<file path="src/rtl/vend_dispense_ctrl.sv">
// Dispense sequencer: queues vend/change events from the vending FSM and
// drives the motor and coin hopper one handshaked action at a time. Optional stats: VEND_DISP_STATS_EN.
module vend_dispense_ctrl #(
    parameter int DEPTH   = 4,
    parameter int TIMEOUT = 1000,
    parameter int GAP     = 4
) (
    input  logic                     clk,
    input  logic                     rst_n,
    input  logic                     vend_i,
    input  logic [1:0]               change_i,
    output logic                     motor_on,
    input  logic                     motor_done,
    output logic                     coin_eject,
    input  logic                     coin_ack,
    input  logic                     clr,
    output logic                     busy,
    output logic                     fault,
    output logic                     overflow,
    output logic [$clog2(DEPTH):0]   level,
    output logic [15:0]              vend_count,
    output logic [15:0]              coin_count
);

    localparam int AW      = $clog2(DEPTH);
    localparam int CNT_MAX = (TIMEOUT > GAP) ? TIMEOUT : GAP;
    localparam int CW      = $clog2(CNT_MAX + 1);
    localparam logic [CW-1:0] TO_LAST  = CW'(TIMEOUT - 1);
    localparam logic [CW-1:0] GAP_LAST = CW'(GAP - 1);
    localparam logic [AW:0]   FULL_LVL = (AW + 1)'(DEPTH);

    typedef enum logic [2:0] {S_IDLE, S_MOTOR, S_COIN, S_GAP, S_FAULT} state_t;

    state_t          r_state;
    state_t          w_state_nxt;
    logic [2:0]      r_mem [DEPTH];
    logic [AW-1:0]   r_wr_ptr;
    logic [AW-1:0]   r_rd_ptr;
    logic [AW:0]     r_level;
    logic            r_vend;
    logic [1:0]      r_coins;
    logic [CW-1:0]   r_cnt;
    logic            r_fault;
    logic            r_overflow;

    logic            w_evt;
    logic [1:0]      w_ncoins;
    logic            w_pop;
    logic            w_full;
    logic            w_push;
    logic            w_drop;
    logic [2:0]      w_head;
    logic            w_motor_ack;
    logic            w_coin_ack;
    logic            w_acting;
    logic            w_timeout;
    logic            w_gap_done;

    // Reserved code 11 carries no coins; it only matters if vend_i rides along.
    always_comb begin
        w_ncoins = 2'd0;
        case (change_i)
            2'b01:   w_ncoins = 2'd1;
            2'b10:   w_ncoins = 2'd2;
            default: w_ncoins = 2'd0;
        endcase
    end

    assign w_evt       = vend_i | (change_i == 2'b01) | (change_i == 2'b10);
    assign w_pop       = (r_state == S_IDLE) && (r_level != '0);
    assign w_full      = (r_level == FULL_LVL);
    assign w_push      = w_evt && (!w_full || w_pop);
    assign w_drop      = w_evt && w_full && !w_pop;
    assign w_head      = r_mem[r_rd_ptr];
    assign w_motor_ack = (r_state == S_MOTOR) && motor_done;
    assign w_coin_ack  = (r_state == S_COIN) && coin_ack;
    assign w_acting    = (r_state == S_MOTOR) || (r_state == S_COIN);
    assign w_timeout   = w_acting && !w_motor_ack && !w_coin_ack && (r_cnt == TO_LAST);
    assign w_gap_done  = (r_state == S_GAP) && (r_cnt == GAP_LAST);

    always_ff @(posedge clk) begin
        if (w_push) begin
            r_mem[r_wr_ptr] <= {vend_i, w_ncoins};
        end
    end

    always_ff @(posedge clk or negedge rst_n) begin
        if (!rst_n) begin
            r_wr_ptr <= '0;
            r_rd_ptr <= '0;
            r_level  <= '0;
        end else begin
            if (w_push) r_wr_ptr <= r_wr_ptr + AW'(1);
            if (w_pop)  r_rd_ptr <= r_rd_ptr + AW'(1);
            case ({w_push, w_pop})
                2'b10:   r_level <= r_level + (AW + 1)'(1);
                2'b01:   r_level <= r_level - (AW + 1)'(1);
                default: r_level <= r_level;
            endcase
        end
    end

    always_ff @(posedge clk or negedge rst_n) begin
        if (!rst_n) begin
            r_state <= S_IDLE;
        end else begin
            r_state <= w_state_nxt;
        end
    end

    always_comb begin
        w_state_nxt = r_state;
        case (r_state)
            S_IDLE: begin
                if (w_pop) w_state_nxt = w_head[2] ? S_MOTOR : S_COIN;
            end
            S_MOTOR: begin
                if (w_motor_ack)    w_state_nxt = S_GAP;
                else if (w_timeout) w_state_nxt = S_FAULT;
            end
            S_COIN: begin
                if (w_coin_ack)     w_state_nxt = S_GAP;
                else if (w_timeout) w_state_nxt = S_FAULT;
            end
            S_GAP: begin
                if (w_gap_done) begin
                    if (r_vend)               w_state_nxt = S_MOTOR;
                    else if (r_coins != 2'd0) w_state_nxt = S_COIN;
                    else                      w_state_nxt = S_IDLE;
                end
            end
            S_FAULT: begin
                if (clr) w_state_nxt = S_IDLE;
            end
            default: w_state_nxt = S_IDLE;
        endcase
    end

    always_comb begin
        motor_on   = (r_state == S_MOTOR);
        coin_eject = (r_state == S_COIN);
        busy       = (r_level != '0) || (r_state != S_IDLE);
    end

    // One counter serves both the ack timeout and the guard gap; any state change restarts it.
    always_ff @(posedge clk or negedge rst_n) begin
        if (!rst_n) begin
            r_cnt <= '0;
        end else if (w_state_nxt != r_state) begin
            r_cnt <= '0;
        end else if (w_acting || (r_state == S_GAP)) begin
            r_cnt <= r_cnt + CW'(1);
        end else begin
            r_cnt <= '0;
        end
    end

    always_ff @(posedge clk or negedge rst_n) begin
        if (!rst_n) begin
            r_vend  <= 1'b0;
            r_coins <= 2'd0;
        end else if (w_pop) begin
            r_vend  <= w_head[2];
            r_coins <= w_head[1:0];
        end else if (w_motor_ack) begin
            r_vend  <= 1'b0;
        end else if (w_coin_ack) begin
            r_coins <= r_coins - 2'd1;
        end else if (w_timeout) begin
            r_vend  <= 1'b0;
            r_coins <= 2'd0;
        end
    end

    // A timeout outranks a coincident clr so the fault is never lost.
    always_ff @(posedge clk or negedge rst_n) begin
        if (!rst_n) begin
            r_fault    <= 1'b0;
            r_overflow <= 1'b0;
        end else begin
            if (w_timeout)                        r_fault <= 1'b1;
            else if (clr && (r_state == S_FAULT)) r_fault <= 1'b0;
            if (w_drop)   r_overflow <= 1'b1;
            else if (clr) r_overflow <= 1'b0;
        end
    end

    assign fault    = r_fault;
    assign overflow = r_overflow;
    assign level    = r_level;

`ifdef VEND_DISP_STATS_EN
    logic [15:0] r_vend_cnt;
    logic [15:0] r_coin_cnt;

    always_ff @(posedge clk or negedge rst_n) begin
        if (!rst_n) begin
            r_vend_cnt <= '0;
            r_coin_cnt <= '0;
        end else begin
            if (w_motor_ack && (r_vend_cnt != 16'hFFFF)) r_vend_cnt <= r_vend_cnt + 16'd1;
            if (w_coin_ack && (r_coin_cnt != 16'hFFFF))  r_coin_cnt <= r_coin_cnt + 16'd1;
        end
    end

    assign vend_count = r_vend_cnt;
    assign coin_count = r_coin_cnt;
`else
    assign vend_count = '0;
    assign coin_count = '0;
`endif

endmodule

</file>
<file path="config.mk">
export PLATFORM = sky130hd
export DESIGN_NAME = vend_dispense_ctrl
export DESIGN_NICKNAME = d
export VERILOG_FILES = /design/src/rtl/vend_dispense_ctrl.sv
export SDC_FILE = /design/constraint.sdc
export NUM_CORES = 1
export LEC_CHECK = 0
export BUFFER_PORTS_ARGS = -buffer_cell sky130_fd_sc_hd__buf_2
export CORE_MARGIN = 3
export CORE_UTILIZATION = 45
export DETAILED_ROUTE_END_ITERATION = 12
export PLACE_DENSITY_LB_ADDON = 0.15
export SYNTH_ARGS = -nofsm -noshare
export SYNTH_HDL_FRONTEND = slang
export SYNTH_SLANG_ARGS = --single-unit
</file>
<file path="constraint.sdc">
create_clock -name clk -period 3.3 [get_ports clk]
set_input_delay 0.33 -clock clk [delete_from_list [all_inputs] [get_ports clk]]
set_output_delay 0.33 -clock clk [all_outputs]
set_load 0.01 [all_outputs]
</file>
# Yosys cells after proc, flatten, opt, wreduce, memory -nomap -nowiden
# Memories as Yosys holds them, arrays and structs flattened.
# Index checks and enable logic that the tools add are counted.
[classes]
addsub = 6
eq_ne = 14
mux = 28
bitwise = 2
n_reduce_logical = 30
[ops]
columns = ["cell", "count"]
rows = [
  ["$mux W10", 2],
  ["$mux W3", 6],
  ["$pmux W3 S5", 1],
  ["$mux W2", 7],
  ["$reduce_bool A3 Y1", 4],
  ["$logic_and A1 B1 Y1", 11],
  ["$add A10 B1 Y10 const B", 1],
  ["$eq A10 B10 Y1 const B", 1],
  ["$eq A10 B2 Y1 const B", 1],
  ["$mux W1", 10],
  ["$reduce_bool A2 Y1", 4],
  ["$eq A3 B2 Y1 const B", 2],
  ["$eq A3 B3 Y1 const B", 2],
  ["$pmux W3 S2", 1],
  ["$add A2 B1 Y2 const B", 2],
  ["$eq A2 B1 Y1 const B", 2],
  ["$eq A2 B2 Y1 const B", 2],
  ["$logic_not A1 Y1", 4],
  ["$logic_or A1 B1 Y1", 4],
  ["$pmux W2 S2", 1],
  ["$reduce_and A2 Y1", 2],
  ["$add A3 B1 Y3 const B", 1],
  ["$eq A3 B1 Y1 const B", 1],
  ["$logic_not A3 Y1", 1],
  ["6 further kinds", 7],
]
[word_totals]
ff_bits = 25
ram_bits = 12
inputBits = 8
output_inout_bits = 40
elab_cells = 90
mem_count = 1
[memory_table]
columns = ["name", "depth", "width", "read_ports", "rd_ports_with_merged_regs", "write_ports", "line", "rtl"]
rows = [
  ["r_mem", 4, 3, 1, 0, 1, "36", "logic [2:0] r_mem [DEPTH];"],
]

# Depth between registers and ports, before layout
[depth]
word_depth = 11
ltp_mapped = 9
mapped_depth_nobuf = 8

# Worst setup path after synthesis
# OpenSTA, ideal clock, no wires.
[synth_path]
path_type = "flip-flop to flip-flop"
start = "register r_cnt[0]"
end = "register r_cnt[0]"
setup_ns = 0.123
arrival_time_ns = 2.177
required_time_ns = 3.177
path_slack_ns = 1.000
stages_incl_launch_ff = 8
n_path_buf = 1
cell_sequence = "dfrtp_1 > ha_1 > or3b_4 > or4_4 > a211oi_4 > a21o_1 > buf_4 > a21oi_1"
[synth_via]
elab_chain_cells = 7
elab_cells_between_ends = 13
cone_classes = "add/sub: 1; eq/ne: 3; mux: 7; reduce/logical: 2"
[synth_lines]
columns = ["item", "line", "rtl"]
rows = [
  ["start, declared", "42", "logic [CW-1:0] r_cnt;"],
  ["start signal, assigned", "152", "r_cnt <= r_cnt + CW'(1);"],
  ["$eq A10 B10 Y1", "78", "assign w_timeout = w_acting && !w_motor_ack && !w_coin_ack && (r_cnt == TO_LAST);"],
  ["$logic_and A1 B1 Y1", "78", ""],
  ["$mux W3", "119, 123", ""],
  ["$mux W3 (on tied branches)", "122, 118", ""],
  ["$pmux W3 S5", "113", "case (r_state)"],
  ["$ne A3 B3 Y1", "149", "end else if (w_state_nxt != r_state) begin"],
  ["$mux W10 (*)", "149", ""],
]
# Mark *: on every way between the ends. The rest lies on a longest branch, timed or not.
# A chain may end at the register's enable or synchronous reset.

# Worst setup path in the final report
[layout_path]
start = "register r_cnt[0]"
end = "register r_cnt[9]"
# The elaborated chain is that of the path after synthesis.

==> impl_metrics.tcl <==
set metrics [dict create \
    vias_per_cell 5.16 \
    coreArea_sq_um 4470 \
    grt_max_degree 26 \
    cp.required_ps 3450 \
    diodes 0 \
    r2r_setup_slack_ps 720 \
    dr.pass1.iters 4 \
    power.leakage_nw 0.975 \
    syn2layout_area_growth_pct 3.72 \
    finalHoldViolCount 0 \
    tns_ps 0 \
    yosysTopAreaCellShare 0.290 \
    r2r-end "r_cnt[9]" \
    end_kind "flip-flop" \
    cts_made_buffers 5 \
    period_minus_slack_ps 2580 \
    mostFrequentLayoutCell "conb_1" \
    seq_area_frac_synth 0.458 \
    hp-class "in2async" \
    drive_gt1_frac 0.131 \
    gp_congestion 0.847 \
    ys_seq_elements 37 \
    cpMaxStageDelayCell "or4_4" \
    ioPinCount 48 \
    antenna_found_initial 0 \
    fin_nets 235 \
    reg2reg_depth 6 \
    critPathMaxFanout 10 \
    path_buf_inv 0 \
    synth-main-ff-cell "dfrtp_1" \
    first_iter_violations 90 \
    drt_wl_total_microns 4050 \
    crit_type "reg2reg" \
    postSynthCellCount 205 \
    report.final.setup_viol 0 \
    timing.fmax_mhz 388 \
    post-route-period-util 0.780 \
    grt_pass1_vias 1373 \
    startpoint_type "flip-flop" \
    grt_setup_unrepaired "no" \
    cts_setup_buffers 0 \
    dp_hpwl_microns 3190 \
    drv_cap 0 \
    cts_resized 0 \
    drtAntennaViolNets 0 \
    die_area_sq_um 5650 \
    final.setup_skew_ps 2.43 \
    start_util 0.482 \
    fin_hold_ws_ps 42.6 \
    h-tree-depth 2 \
    maxSlewViolCount 0 \
    synth_area_sq_um 2150 \
    vdd_drop_max_mv 0.370 \
    syn_avg_cell_area_sq_um 10.5 \
    yosys.cell_types.count 40 \
    synth_area_leader_cell "dfrtp_1" \
    insertion_delay_ps 280 \
    clockRootBuffer "clkbuf_8" \
    grt_pass1_wl_microns 6840 \
    r2r_start "r_cnt[0]" \
    final_cell_mix "32 x conb_1, 25 x dfrtp_1, 15 x buf_2" \
    power.density_nw_per_um2 785 \
    wl_per_cell_microns 14.8 \
    crit_chain "ha_1 -> or3b_4 -> or4_4 -> a211oi_4 -> a21o_1 -> a21oi_1" \
    ctsLongestPathBuffers 2 \
    max_stage_delay_ps 580 \
    cts.sinks 37 \
    worstMarginPinSlew_ps 822 \
    max_slew_margin 0.451 \
    vias 1410 \
    drc 0 \
    path_delay_family "simple AND/OR/NAND/NOR gates" \
    async_flop_share 0.676 \
    cp.arrival_ps 2730 \
    synth_edf_count 12 \
    rows 24 \
    port_buffers 15 \
    track_usage 0.163 \
    design_power_total_mw 1.75 \
    cts_tree "done" \
    cts_hold_buf 0 \
    die_x_microns 75.2 \
    ys_warn_count 0 \
    clk_pin_slew_ps 70 \
    ys_top_cells_by_area "dfrtp_1 29%, edfxtp_1 17%, buf_4 11%" \
    grt.overflow.total 0 \
    status "complete, no violations" \
    die_h_microns 75.2 \
]
## layout make-up
| cell class | count | area [sq um] |
|---|---|---|
| fill | 406 | 2240 |
| sequential | 37 | 986 |
| multi-input combinational | 151 | 981 |
| clock buffer | 8 | 90.1 |
| timing repair buffer | 15 | 75.1 |
| tap | 52 | 65.1 |
| inverter | 10 | 37.5 |
## cell usage after synthesis (all sizes together) (2+ instances only)
| cell type | instances |
|---|---|
| nor3 | 6 |
| nand3b | 3 |
| and2 | 6 |
| or3 | 3 |
| o21ai | 6 |
| nand2b | 3 |
| xnor2 | 10 |
| nor4 | 2 |
| edfxtp | 12 |
| a21o | 3 |
| inv | 10 |
| and3 | 3 |
| xor2 | 4 |
| nor2b | 3 |
| nand2 | 10 |
| nand3 | 9 |
| nor3b | 2 |
| buf | 33 |
| a21oi | 13 |
| mux4 | 3 |
| nand4 | 3 |
| clkbuf | 5 |
| o211ai | 2 |
| nor2 | 7 |
| ha | 6 |
| or4 | 2 |
| a22oi | 2 |
| dfrtp | 25 |
## metal layers
| layer | vias to the layer above | track usage | wire, microns | share of wire |
|---|---|---|---|---|
| met5 | - | 0 | 0 | 0 |
| met4 | 0 | 0.0524 | 55 | 0.014 |
| met3 | 6 | 0.0441 | 262 | 0.065 |
| met2 | 57 | 0.244 | 1840 | 0.45 |
| met1 | 674 | 0.232 | 1890 | 0.47 |
| li1 | 673 | - | - | - |
## sequential cells by signal (all words and copies together), names as in the netlist, 2 cells and up
signal / count
r_mem: 12
r_cnt: 10
level: 3
r_coins: 2
r_wr_ptr: 2
r_rd_ptr: 2
r_state: 3
## per-stage QoR
step                      instances  setup slack [ps]  instance area [sq um]   util
after CTS                       273               728                   2230  0.499
after global placement          265               826                   2140  0.479
after floorplan                 236              1000                   2270      -
after global routing            273               609                   2230  0.499
final                           273               725                   2230  0.499
after detailed placement        265               743                   2140  0.479
## cells by family after synthesis
group / count (synthesis) / share of synthesized area
simple gates: 63 / 0.170
buf+inv: 48 / 0.141
flops: 37 / 0.458
compound gates: 31 / 0.0923
xor+xnor: 14 / 0.0569
fa+ha+maj: 7 / 0.0441
mux: 4 / 0.0360
other cells: 1 / 0.00174
## power by group
group	switching, mW	leakage [nW]	internal [mW]
Sequential	0.124	0.427	0.618
Clock	0.143	0.0455	0.170
Combinational	0.405	0.502	0.294
## how the worst max path moves through the flow
stage,start,endpoint,slack [ps],depth (start not counted)
after floorplan,r_cnt[0],r_cnt[0],1000,7
after global placement,r_cnt[0],r_cnt[1],830,6
after detailed placement,r_cnt[0],r_cnt[8],740,6
after CTS,r_cnt[0],r_cnt[8],730,6
after global routing,r_cnt[0],r_cnt[5],610,6
final,r_cnt[0],r_cnt[9],720,6
No activity file was read; power rests on OpenSTA's default activity.
